`src/rtl/fetch_unit_if.sv`:
```
// Halfword instruction bus between the fetch unit (master) and instruction memory (slave).
interface fetch_unit_if;
    logic        ack_i;
    logic [15:0] dat_i;
    logic [63:0] adr_o;
    logic [1:0]  size_o;

    modport master (
        input  ack_i,
        input  dat_i,
        output adr_o,
        output size_o
    );

    modport slave (
        output ack_i,
        output dat_i,
        input  adr_o,
        input  size_o
    );
endinterface

```
`src/rtl/fetch_unit.sv`:
```
// Instruction fetch: assembles each 32-bit instruction from two halfword bus reads and
// redirects to mtvec with the illegal-instruction strobes when decode rejects the word.
module fetch_unit (
    input  logic          clk_i,
    input  logic          reset_i,
    fetch_unit_if.master  bus,
    output logic [31:0]   ir_o,
    input  logic          defined_i,
    input  logic          pause_i,
    input  logic [63:2]   csr_mtvec_i,
    output logic          mpie_mie_o,
    output logic          mie_0_o,
    output logic          mcause_2_o
);

    typedef enum logic [2:0] {
        IDLE,
        L_REQ,
        L_ACK,
        H_REQ,
        H_ACK,
        DECODE
    } state_t;

    localparam logic [63:0] RESET_ADR = 64'hFFFF_FFFF_FFFF_FF00;
    localparam logic [1:0]  SIZE_IDLE = 2'd0;
    localparam logic [1:0]  SIZE_HALF = 2'd2;

    state_t      state;
    state_t      state_next;
    logic [63:0] adr;
    logic [31:0] ir;
    logic [1:0]  size;
    logic        trap;

    always_ff @(posedge clk_i or negedge reset_i) begin
        if (!reset_i) begin
            state <= IDLE;
        end else begin
            state <= state_next;
        end
    end

    // DECODE doubles as the request cycle of the next fetch, so it goes straight to L_ACK.
    always_comb begin
        state_next = state;
        unique case (state)
            IDLE:   state_next = L_REQ;
            L_REQ:  state_next = L_ACK;
            L_ACK:  state_next = bus.ack_i ? H_REQ : L_ACK;
            H_REQ:  state_next = H_ACK;
            H_ACK:  state_next = bus.ack_i ? DECODE : H_ACK;
            DECODE: state_next = pause_i ? DECODE : L_ACK;
            default: state_next = IDLE;
        endcase
    end

    always_comb begin
        size = SIZE_IDLE;
        trap = 1'b0;
        unique case (state)
            L_REQ, L_ACK, H_REQ, H_ACK: size = SIZE_HALF;
            DECODE:                     trap = ~defined_i & ~pause_i;
            default:                    size = SIZE_IDLE;
        endcase
    end

    // The address register always points at the halfword being (or about to be) fetched.
    always_ff @(posedge clk_i or negedge reset_i) begin
        if (!reset_i) begin
            adr <= RESET_ADR;
            ir  <= 32'd0;
        end else begin
            unique case (state)
                L_ACK: begin
                    if (bus.ack_i) begin
                        ir[15:0] <= bus.dat_i;
                        adr      <= adr + 64'd2;
                    end
                end
                H_ACK: begin
                    if (bus.ack_i) begin
                        ir[31:16] <= bus.dat_i;
                        adr       <= adr + 64'd2;
                    end
                end
                DECODE: begin
                    if (trap) begin
                        adr <= {csr_mtvec_i, 2'b00};
                    end
                end
                default: begin
                    adr <= adr;
                end
            endcase
        end
    end

    assign bus.adr_o  = adr;
    assign bus.size_o = size;
    assign ir_o       = ir;
    assign mpie_mie_o = trap;
    assign mie_0_o    = trap;
    assign mcause_2_o = trap;

endmodule

```
`src/flat_wrapper.sv`:
```
// flat-port wrapper written by rule: the top's interface ports become plain ports
module fetch_unit_flat 
  (clk_i, reset_i, ir_o, defined_i, pause_i, csr_mtvec_i, mpie_mie_o, mie_0_o, mcause_2_o, bus_ack_i, bus_dat_i, bus_adr_o, bus_size_o);
  fetch_unit_if bus_i ();
  input  logic clk_i;
  input  logic reset_i;
  output logic [31:0] ir_o;
  input  logic defined_i;
  input  logic pause_i;
  input  logic [63:2] csr_mtvec_i;
  output logic mpie_mie_o;
  output logic mie_0_o;
  output logic mcause_2_o;
  input wire logic [$bits(bus_i.ack_i)-1:0] bus_ack_i;
  input wire logic [$bits(bus_i.dat_i)-1:0] bus_dat_i;
  output wire logic [$bits(bus_i.adr_o)-1:0] bus_adr_o;
  output wire logic [$bits(bus_i.size_o)-1:0] bus_size_o;
  assign bus_i.ack_i = bus_ack_i;
  assign bus_i.dat_i = bus_dat_i;
  assign bus_adr_o = bus_i.adr_o;
  assign bus_size_o = bus_i.size_o;
  fetch_unit u_core (.clk_i(clk_i), .reset_i(reset_i), .bus(bus_i), .ir_o(ir_o), .defined_i(defined_i), .pause_i(pause_i), .csr_mtvec_i(csr_mtvec_i), .mpie_mie_o(mpie_mie_o), .mie_0_o(mie_0_o), .mcause_2_o(mcause_2_o));
endmodule
```
`config.mk`:
```
export PLATFORM = sky130hd
export DESIGN_NAME = fetch_unit_flat
export DESIGN_NICKNAME = d
export VERILOG_FILES = /design/src/rtl/fetch_unit_if.sv /design/src/rtl/fetch_unit.sv /design/src/flat_wrapper.sv
export SDC_FILE = /design/constraint.sdc
export NUM_CORES = 1
export LEC_CHECK = 0
export ABC_AREA = 1
export CORE_MARGIN = 10
export CORE_UTILIZATION = 30
export CTS_BUF_LIST = sky130_fd_sc_hd__clkbuf_8
export CTS_CLUSTER_SIZE = 14
export DETAILED_ROUTE_END_ITERATION = 10
export GPL_ROUTABILITY_DRIVEN = 0
export PLACE_DENSITY = 0.69
export SLEW_MARGIN = 20
export SYNTH_ARGS = -nofsm -noshare
export SYNTH_HDL_FRONTEND = slang
export SYNTH_SLANG_ARGS = --single-unit
```
`constraint.sdc`:
```
create_clock -name clk_i -period 1.8 [get_ports clk_i]
set_clock_uncertainty 0.15 [all_clocks]
set_input_delay 0.36 -clock clk_i [delete_from_list [all_inputs] [get_ports clk_i]]
set_output_delay 0.36 -clock clk_i [all_outputs]
set_load 0.05 [all_outputs]
```
==> out/metrics.yaml <==
cells_and_area:
  synthToLayoutAreaGrowth_pct: 106
  num_antenna_cells: 0
  nets: 1470
  layout_common_cells: "nand2_1, buf_4, nor2_1, buf_12, clkdlybuf4s50_1"
  nFillCells: 1519
  layout_commonest_cell: "nand2_1"
  multi_input_area_um2: 4820
  drive_above_1_share: 0.505
  seq_area_um2: 2560
synth:
  synth_top_area_cell: "dfstp_2"
  ys_seq_area_frac: 0.392
  synth_area_leaders: "dfstp_2, nand2_1, dfrtp_1"
  netlist_area_um2: 6430
  netlist_instances: 993
  ys_ff_latch: 98
  syn_avg_cell_area_um2: 6.48
  synth_top_area_share: 0.229
  yosys_warnings: 0
  synth_cell_types: 36
placement:
  hpwlAfterDp_mm: 20.4
  pre_cts_ws_ns: -0.283
  numPortBuffers: 181
power_and_ir_drop:
  power_density_nw_per_um2: 1730
  ir_worst_vdd_mv: 1.20
  leakagePower_uw: 0.00599
  p_total_uw: 22900
setup_path:
  reg2regPathDepth: 9
  crit_chain: "nand2_1 -> nor2_1 -> nand2_1 -> nor2_1 -> nand2_1 -> o21ai_2 -> nand3_2 -> nand2_2 -> nand2_1"
  worst-setup-path-type: "flop to flop"
  crit_path_top_delay_cell: "dfstp_2"
  slowest_delay_ns: 0.60
  crit_fanout: 4
  arrival_ns: 2.49
  startpoint_type: "flop"
  cp_common_cell: "nand2_1"
  worstSetupEndpointType: "flop"
  worst_ep_required_time_ns: 2.00
floorplanning:
  start_util: 0.305
  die-width_um: 166
  ios: 184
  fp.dieH_um: 166
  dieArea_um2: 27700
  coreArea_um2: 21100
  fp-row-count: 53
drt:
  wl_per_cell_um: 23.7
  drt_wl_total_mm: 39.5
  firstDrtPassIters: 11
  drc: 1
  via_count: 9469
  drtIter0Drc: 1326
  vias_per_cell: 5.68
  postRouteAntennaNets: 0
clock_tree:
  cts_root_buf: "clkbuf_8"
  cts_tree: "done"
  clk_path_buf_depth: 2
  htree_levels: 3
  clock_latency_ns: 0.43
  clk_pin_slew_ns: 0.13
  cts_buffers: 9
  clock_sinks: 98
sta:
  final.period_utilization: 1.27
  hold_viol_final: 0
  setup_ws_ns: -0.493
  fmax_ghz: 0.436
  fin_crit_ns: 2.29
  rsz0062_at_grt: "true"
  setup_viol: 94
  final-max-slew-violation-count: 0
grt:
  grt_max_degree: 55
  grt_pass1_wl_mm: 47.7
  overflow: 0
  grt.total_usage: 0.212
  antenna_found_initial: 0
  grt_pass1_vias: 8498
run:
  maxCapViolations: 0
run_status:
  violations: "DRC, setup timing"
  status: "finished with violations"
worst_hold_path:
  min_path_type: "primary input to async pin"
-- repair_timing --
action	in CTS	in global routing
cloned	11	8
setup endpoints to repair	65	102
hold buffers	1	0
setup buffers	33	49
gates resized for setup	220	257
endpoints found under the hold margin	42	0
pin swaps	90	98
-- sequential cells by signal, summed over array words and instances, names as in the netlist --
signal	cells
u_core.ir_o	32
u_core.bus.adr_o	63
u_core.state	3
-- path summary, 6_finish.rpt --
kind | endpoint | start | slack (ns)
max in group asynchronous | u_core.bus.adr_o[60]$_DFFE_PN1P_ | reset_i | 0.83
worst min-delay path | u_core.bus.adr_o[5]$_DFFE_PN0P_ | reset_i | 0.34
worst min register to register | u_core.ir_o[29]$_DFFE_PN0P_ | u_core.ir_o[29]$_DFFE_PN0P_ | 0.35
worst max register to register | u_core.bus.adr_o[58]$_DFFE_PN1P_ | u_core.bus.adr_o[44]$_DFFE_PN1P_ | -0.49
min in group clk_i | u_core.ir_o[29]$_DFFE_PN0P_ | u_core.ir_o[29]$_DFFE_PN0P_ | 0.35
worst max-delay path | u_core.bus.adr_o[58]$_DFFE_PN1P_ | u_core.bus.adr_o[44]$_DFFE_PN1P_ | -0.49
-- cells in the mapped netlist --
| cell type | number |
|---|---|
| nand3b_1 | 4 |
| clkbuf_1 | 16 |
| o21ai_2 | 1 |
| conb_1 | 1 |
| dfstp_2 | 56 |
| nand4_1 | 5 |
| nand2_2 | 1 |
| inv_1 | 71 |
| or2_2 | 4 |
| o21bai_1 | 2 |
| inv_2 | 2 |
| nand2_4 | 1 |
| buf_4 | 8 |
| buf_2 | 4 |
| o22ai_1 | 7 |
| nor2_2 | 8 |
| o21ai_1 | 7 |
| nor2_1 | 194 |
| nor2_4 | 4 |
| nand3_4 | 1 |
| nor3_2 | 1 |
| nand3_1 | 58 |
| o211ai_1 | 2 |
| clkinv_1 | 1 |
| nor3_1 | 4 |
| o21a_1 | 1 |
| buf_6 | 8 |
| a21oi_1 | 37 |
| o21ai_0 | 84 |
| a31oi_1 | 4 |
| a22oi_1 | 2 |
| ha_1 | 1 |
| nand2_1 | 346 |
| xor2_1 | 3 |
| dfrtp_1 | 42 |
| a22oi_2 | 2 |
-- stage by stage --
stage	util	cell area, um2	instances	hold slack [ns]	TNS (ns)
5_1_grt	0.628	13200	1666	0.351	-20.82
3_3_place_gp	0.491	10300	1559	0.239	-10.36
4_1_cts	0.564	11900	1620	0.357	-4.66
2_1_floorplan	-	6620	994	-0.0856	-0.115
6_report	0.628	13200	1666	0.335	-16.55
3_5_place_dp	0.491	10300	1559	0.238	-12.25
-- where the power goes --
part	switching [uW]	internal, uW	total [uW]
Clock	985	668	1650
Combinational	9150	7280	16400
Sequential	1220	3550	4770
Total	11400	11500	22900
-- worst max-delay path: cells and delay by family, from the launching register on --
kind | cells | cell delay [ns]
AO/OA/AOI/OAI | 1 | 0.18
flip-flops | 1 | 0.60
AND/OR/NAND/NOR | 8 | 1.30
-- cell type report --
class,count,area share
Tap cell,275,0.0260
Clock inverter,7,0.00595
Sequential cell,98,0.193
Timing Repair Buffer,417,0.378
Clock buffer,9,0.00936
Inverter,74,0.0227
Multi-Input combinational cell,786,0.364
-- cell families (layout without fill, tap and decap cells) --
group,Yosys count,after routing,share of synthesized area
buf+inv,110,507,0.0790
compound gates,149,149,0.124
simple gates,631,631,0.399
xor+xnor,3,3,0.00409
fa+ha+maj,1,1,0.00194
other cells,1,2,0.000583
flops,98,98,0.392
-- routing by layer --
layer	share of wire	up-vias	track usage
met4	0.081	0	0.111
met2	0.43	905	0.328
met3	0.15	312	0.0711
li1	-	3956	-
met1	0.34	4296	0.257
met5	0	-	0
Note: power is estimated with default switching activity, not from simulation.
